$ cat src/rtl/tns_encoder_param_pkg.sv
// Shared constants and constant functions for the TNS crosstalk-avoidance encoder.
//   GroupW          : wires per group (3)
//   tns_pow5(k)     : 5^k
//   tns_clog2(v)    : ceil(log2(v)), used to size the binary input
//   tns_weight_*(k) : per-group compare/subtract weights A=2*5^k, B=5^k, C=5^k
package tns_encoder_param_pkg;

    localparam int unsigned GroupW = 3;

    // Raw 3-wire pattern for one group, bit order {b2, b1, b0}.
    typedef logic [GroupW-1:0] group_code_t;

    function automatic int unsigned tns_pow5(input int unsigned k);
        int unsigned res;
        res = 1;
        for (int unsigned i = 0; i < k; i++) begin
            res = res * 5;
        end
        return res;
    endfunction

    function automatic int unsigned tns_clog2(input int unsigned v);
        int unsigned res;
        res = 0;
        while ((64'd1 << res) < 64'(v)) begin
            res++;
        end
        return res;
    endfunction

    function automatic int unsigned tns_weight_a(input int unsigned k);
        return 2 * tns_pow5(k);
    endfunction

    function automatic int unsigned tns_weight_b(input int unsigned k);
        return tns_pow5(k);
    endfunction

    function automatic int unsigned tns_weight_c(input int unsigned k);
        return tns_pow5(k);
    endfunction

endpackage

$ cat src/rtl/tns_encoder_param_group_enc.sv
// One 3-wire TNS group: peels the base-5 digit of this group off the running
// remainder by compare/subtract and emits the group codeword.
// Ports:
//   rem_i   : remainder entering this group (higher groups already removed)
//   hist_i  : last top-wire value of this group, resolves digit 2
//   wa_i    : weight A = 2*5^k
//   wb_i    : weight B = 5^k
//   wc_i    : weight C = 5^k
//   code_o  : {b2, b1, b0} for this group
//   rem_o   : remainder passed to the next lower group
//   ambig_o : digit is 2, so b2 came from history
module tns_encoder_param_group_enc
    import tns_encoder_param_pkg::*;
#(
    parameter int unsigned W = 5
) (
    input  logic [W-1:0] rem_i,
    input  logic         hist_i,
    input  logic [W-1:0] wa_i,
    input  logic [W-1:0] wb_i,
    input  logic [W-1:0] wc_i,
    output group_code_t  code_o,
    output logic [W-1:0] rem_o,
    output logic         ambig_o
);

    logic         lo_a;
    logic         hi_ac;
    logic         b2;
    logic         b1;
    logic         b0;
    logic [W-1:0] r1;
    logic [W-1:0] r2;

    always_comb begin
        lo_a    = rem_i < wa_i;
        hi_ac   = rem_i >= (wa_i + wc_i);
        ambig_o = !lo_a && !hi_ac;
        // Digit 2 can be sent as 011 or 100; keep the top wire where it was.
        b2      = hi_ac || (ambig_o && hist_i);
        r1      = b2 ? (rem_i - wa_i) : rem_i;
        b1      = r1 >= wb_i;
        r2      = b1 ? (r1 - wb_i) : r1;
        // For group 0 (C=1) r2 is 0 or 1 here, so b0 is just that bit.
        b0      = r2 >= wc_i;
        rem_o   = b0 ? (r2 - wc_i) : r2;
        code_o  = {b2, b1, b0};
    end

endmodule

$ cat src/rtl/tns_encoder_param.sv
// Streaming parametrised TNS crosstalk-avoidance encoder with valid/ready flow
// control and a registered output. Maps a binary word onto NGROUPS 3-wire groups
// (one base-5 digit each); the ambiguous digit 2 is resolved from per-group
// history so the top wire of a group only toggles when the digit forces it.
// Ports:
//   clock     : rising-edge clock
//   reset_n   : asynchronous active-low reset
//   in_data   : binary value, legal 0..5**NGROUPS-1
//   in_valid  : in_data valid
//   in_ready  : word accepted this cycle (!out_valid || out_ready)
//   out_code  : codeword, group k at [3k+2:3k]
//   out_valid : out_code/out_err valid
//   out_ready : sink takes out_code this cycle
//   out_err   : word in the output register was out of range
//   err_cnt   : saturating count of accepted out-of-range words
//               (present only when TNS_ENC_ERRCNT_EN is defined)
// NGROUPS legal range is 1..8.
module tns_encoder_param
    import tns_encoder_param_pkg::*;
#(
    parameter  int unsigned NGROUPS = 2,
    localparam int unsigned DW      = tns_clog2(tns_pow5(NGROUPS)),
    localparam int unsigned CW      = GroupW * NGROUPS
) (
    input  logic          clock,
    input  logic          reset_n,
    input  logic [DW-1:0] in_data,
    input  logic          in_valid,
    output logic          in_ready,
    output logic [CW-1:0] out_code,
    output logic          out_valid,
    input  logic          out_ready,
`ifdef TNS_ENC_ERRCNT_EN
    output logic [15:0]   err_cnt,
`endif
    output logic          out_err
);

    localparam logic [DW-1:0] Limit = DW'(tns_pow5(NGROUPS));

    logic               accept;
    logic               in_range;
    logic [DW-1:0]      rem [NGROUPS+1];
    logic [CW-1:0]      code_next;
    logic [NGROUPS-1:0] ambig;
    logic [NGROUPS-1:0] hist_new;

    logic [CW-1:0]      code_d, code_q;
    logic               valid_d, valid_q;
    logic               err_d, err_q;
    logic [NGROUPS-1:0] hist_d, hist_q;

    assign in_ready = !valid_q || out_ready;
    assign accept   = in_valid && in_ready;
    assign in_range = in_data < Limit;

    // Digit extraction runs MSB group first; each group hands its remainder down.
    assign rem[NGROUPS] = in_data;

    for (genvar k = 0; k < NGROUPS; k++) begin : gen_group
        localparam logic [DW-1:0] WeightA = DW'(tns_weight_a(k));
        localparam logic [DW-1:0] WeightB = DW'(tns_weight_b(k));
        localparam logic [DW-1:0] WeightC = DW'(tns_weight_c(k));

        tns_encoder_param_group_enc #(
            .W(DW)
        ) u_group_enc (
            .rem_i   (rem[k+1]),
            .hist_i  (hist_q[k]),
            .wa_i    (WeightA),
            .wb_i    (WeightB),
            .wc_i    (WeightC),
            .code_o  (code_next[GroupW*k +: GroupW]),
            .rem_o   (rem[k]),
            .ambig_o (ambig[k])
        );

        assign hist_new[k] = code_next[GroupW*k + 2];
    end

    // Final remainder is always zero and the ambiguity flags are diagnostic only.
    logic unused_tail;
    assign unused_tail = ^{rem[0], ambig};

    always_comb begin
        code_d  = code_q;
        valid_d = valid_q;
        err_d   = err_q;
        hist_d  = hist_q;
        if (accept) begin
            valid_d = 1'b1;
            err_d   = !in_range;
            // An out-of-range word is accepted but leaves code and history alone.
            if (in_range) begin
                code_d = code_next;
                hist_d = hist_new;
            end
        end else if (out_ready) begin
            valid_d = 1'b0;
        end
    end

    always_ff @(posedge clock or negedge reset_n) begin
        if (!reset_n) begin
            code_q  <= '0;
            valid_q <= 1'b0;
            err_q   <= 1'b0;
            hist_q  <= '0;
        end else begin
            code_q  <= code_d;
            valid_q <= valid_d;
            err_q   <= err_d;
            hist_q  <= hist_d;
        end
    end

    assign out_code  = code_q;
    assign out_valid = valid_q;
    assign out_err   = err_q;

`ifdef TNS_ENC_ERRCNT_EN
    logic [15:0] err_cnt_d, err_cnt_q;

    always_comb begin
        err_cnt_d = err_cnt_q;
        if (accept && !in_range && (err_cnt_q != 16'hFFFF)) begin
            err_cnt_d = err_cnt_q + 16'd1;
        end
    end

    always_ff @(posedge clock or negedge reset_n) begin
        if (!reset_n) begin
            err_cnt_q <= '0;
        end else begin
            err_cnt_q <= err_cnt_d;
        end
    end

    assign err_cnt = err_cnt_q;
`endif

endmodule

$ cat config.mk
export PLATFORM = sky130hd
export DESIGN_NAME = tns_encoder_param
export DESIGN_NICKNAME = d
export VERILOG_FILES = /design/src/rtl/tns_encoder_param_pkg.sv /design/src/rtl/tns_encoder_param_group_enc.sv /design/src/rtl/tns_encoder_param.sv
export SDC_FILE = /design/constraint.sdc
export NUM_CORES = 1
export LEC_CHECK = 0
export ABC_AREA = 1
export CORE_MARGIN = 2
export CORE_UTILIZATION = 30
export CTS_BUF_LIST = sky130_fd_sc_hd__clkbuf_16
export DETAILED_ROUTE_END_ITERATION = 12
export PLACE_DENSITY = 0.56
export SETUP_SLACK_MARGIN = 0.5
export SKIP_CTS_REPAIR_TIMING = 1
export SLEW_MARGIN = 20
export SYNTH_ARGS = -nofsm -noshare
export SYNTH_HDL_FRONTEND = slang
export SYNTH_SLANG_ARGS = --single-unit
$ cat constraint.sdc
create_clock -name clock -period 3.4 [get_ports clock]
set_input_delay 0.51 -clock clock [delete_from_list [all_inputs] [get_ports clock]]
set_output_delay 0.51 -clock clock [all_outputs]
set_load 0.05 [all_outputs]
==> metrics.txt <==
status complete, no violations; TritonCTS clock tree done; RSZ-0062 raised after global routing true; Mapped Cells 164; Max-Cap Viols 0; Post-Syn Nets 178; layout cell share with drive strength beyond 1 0.552; Primary FF master, synth dfrtp_1; Initial Utilization 0.308; Design Area, Final 0.00196 mm2; initial antenna violation count 0; yosys warns 0; CP endpoint out_code[1]; GPL Wtd Cong 0.818; RR Startpoint out_code[5]; total vias in the final route 1237; clock-pin slew on the worst setup and hold paths 0.03 ns; filler instances 347; Via-to-Cell Ratio 4.56; Routed Antenna Nets 0; P_sw 534 uW; P_int 642 uW; Synth Area in Compound Gates 0.0941; number of global-route vias before repair 1190; skew final 0.000381 ns; largest stage delay on the critical path 0.17 ns; post-synth top area cell dfrtp_1; leakage 0.000989 uW; worst r2r dst out_code[1]; # IOs 18; critical path's slowest cell nor2_4; Tcrit/Tclk final 0.856; Slew Limit Fails 0; Final Hold Vio Count 0; syn avg cell area 6.81 um2; Num CTS Buffers 3; Post-synth EDFFs 0; Top Layer Used met4; most frequent cell after synthesis nand2_1; GRT Residual Overflow 0; Post-Route WL 2980 um; drt pass-1 iters 4; met3 wire len 60 um; number of remaining DRC errors 0; HPWL after detailed placement 2290 um; Yosys top cell area share 0.179; clock sink count 8; Critical Path AT 3.03 ns; crit path from in_data[1]; NumNets Final 239; post-synthesis async set-or-reset flop share 1.00; VDD IR-drop max 0.183 mV; met1 wire length 1270 um; Routed WL per cell 11.0 um; Synth-to-Final Area Change 75.4%; crit-path max FO 5; Power Density 600 mW/mm2; leading cell types by count after synthesis 49 x nand2_1, 20 x inv_1, 20 x nand2_2; Setup crit start kind input pin; pin count of the biggest net entering global routing 9; Die W 65.0 um; area occupied by multi-input gates 0.00101 mm2; Seq pwr share 0.121; Die ar. 0.00423 mm2; clk_lat worst skew 0.23 ns; CP required 3.52 ns; number of port buffers 17; Min-Delay Path Class flip-flop to flip-flop; simple-gate share of the synthesized area 0.548; Worst-Margin Slew 0.497 ns; switching share of power 0.454; mux contribution to synthesized area 0; Max-slew headroom 0.667; Final Core Density 0.539; Synth Area in XOR/XNOR 0.0157; Root Buffer clkbuf_16; Seq. cell area 200 um2; all-layer global routing usage 0.140; global-route wire length before repair 4860 um; met2 WL 1630 um; placed cell area 0.00167 mm2; adder-cell share of the synthesized area 0.0560; top area cells in the synthesized netlist dfrtp_1 18%, nand2_1 16%, nand2_2 11%; Setup TNS 0 ns; Rows 22; Inserted Diodes 0; Post-Syn Area 0.00112 mm2; Worst path most repeated cell nand2_4; cells on worst reg2reg path 23; Netlist cell types 27; Clk pwr share 0.164; Synth Register Bits 8; Crit Path Class input pin to flip-flop; Max Root-Sink Buffers 2; Finish-stage setup viols 0; reg2reg setup slack 0.63 ns; main combinational cell family by area after synthesis simple AND/OR/NAND/NOR gates; Final min period 2.91 ns; core area 0.00363 mm2; 1st-iter DRT viols 37; fmax 344 MHz; Comb power frac 0.715; Seq/Total Area, Yosys 0.179; Worst setup EP type flip-flop; H-Tree Level Count 1; die height 65.0 um
cell families after synthesis:
family	Yosys count
DFF	8
and+or+nand+nor	106
AOI/OAI and AO/OA	15
xor gates and xnor gates	2
buffers and inverters	28
adders and majority gates	5
through the flow:
step                hold WS, ns  total power, uW  worst slack (ns)  std cells
floorplan                 0.214              621             0.489        164
global placement          0.458              835            -0.268        260
detailed placement        0.473              853            -0.357        260
CTS                       0.484             1050            -0.121        263
global route              0.531             1260             0.314        271
finish                    0.480             1180             0.489        271
worst min path at each step:
stage | from | to | cells past startpoint
3_3_place_gp | out_code[0] | out_code[0] | 2
4_1_cts | out_code[4] | out_code[4] | 2
6_report | out_code[4] | out_code[4] | 2
5_1_grt | out_code[3] | out_code[3] | 2
2_1_floorplan | reset_n | out_code[0] | 0
3_5_place_dp | out_code[4] | out_code[4] | 2
layout by cell type (no fill, tap or decap), types with 3 or more instances in the layout:
cell type,Yosys,final
buf_4,2,38
buf_6,1,4
clkbuf_16,0,3
clkdlybuf4s50_1,0,12
dfrtp_1,8,8
ha_4,0,4
inv_1,20,14
inv_2,5,7
inv_4,0,4
nand2_1,49,35
nand2_2,20,24
nand2_4,4,14
nand3_1,7,6
nand3_2,4,3
nand3_4,4,6
nand4_1,8,8
nor2_1,6,4
nor2_4,0,3
o21ai_0,3,3
routing by layer:
metal | vias up | GRT usage
li1 | 648 | -
met2 | 18 | 0.269
met3 | 3 | 0.0156
met4 | 0 | 0.0313
met1 | 568 | 0.165
met5 | - | 0
state kept, by name (all words and copies together), names as in the netlist:
| signal | cells |
|---|---|
| out_code | 6 |
| out_err | 1 |
| out_valid | 1 |
critical path: cells and delay by family:
| family | cells | cell delay, ns |
|---|---|---|
| AOI/OAI and AO/OA | 2 | 0.27 |
| and+or+nand+nor | 16 | 1.41 |
| buffers and inverters | 7 | 0.59 |
| adders and majority gates | 2 | 0.27 |
power by group through the flow:
stage | combinational, uW | sequential [uW] | clock [uW]
detailed placement | 710 | 143 | 0
floorplan | 412 | 209 | 0
global placement | 693 | 142 | 0
CTS | 712 | 143 | 195
global route | 909 | 146 | 203
finish | 841 | 143 | 193
layout make-up:
type                            instances  area share
Multi-Input combinational cell        128       0.515
Timing Repair Buffer                   59       0.261
Sequential cell                         8       0.102
Inverter                               25      0.0530
Clock buffer                            3      0.0383
Tap cell                               48      0.0307
No activity file was read; power rests on OpenSTA's default activity.
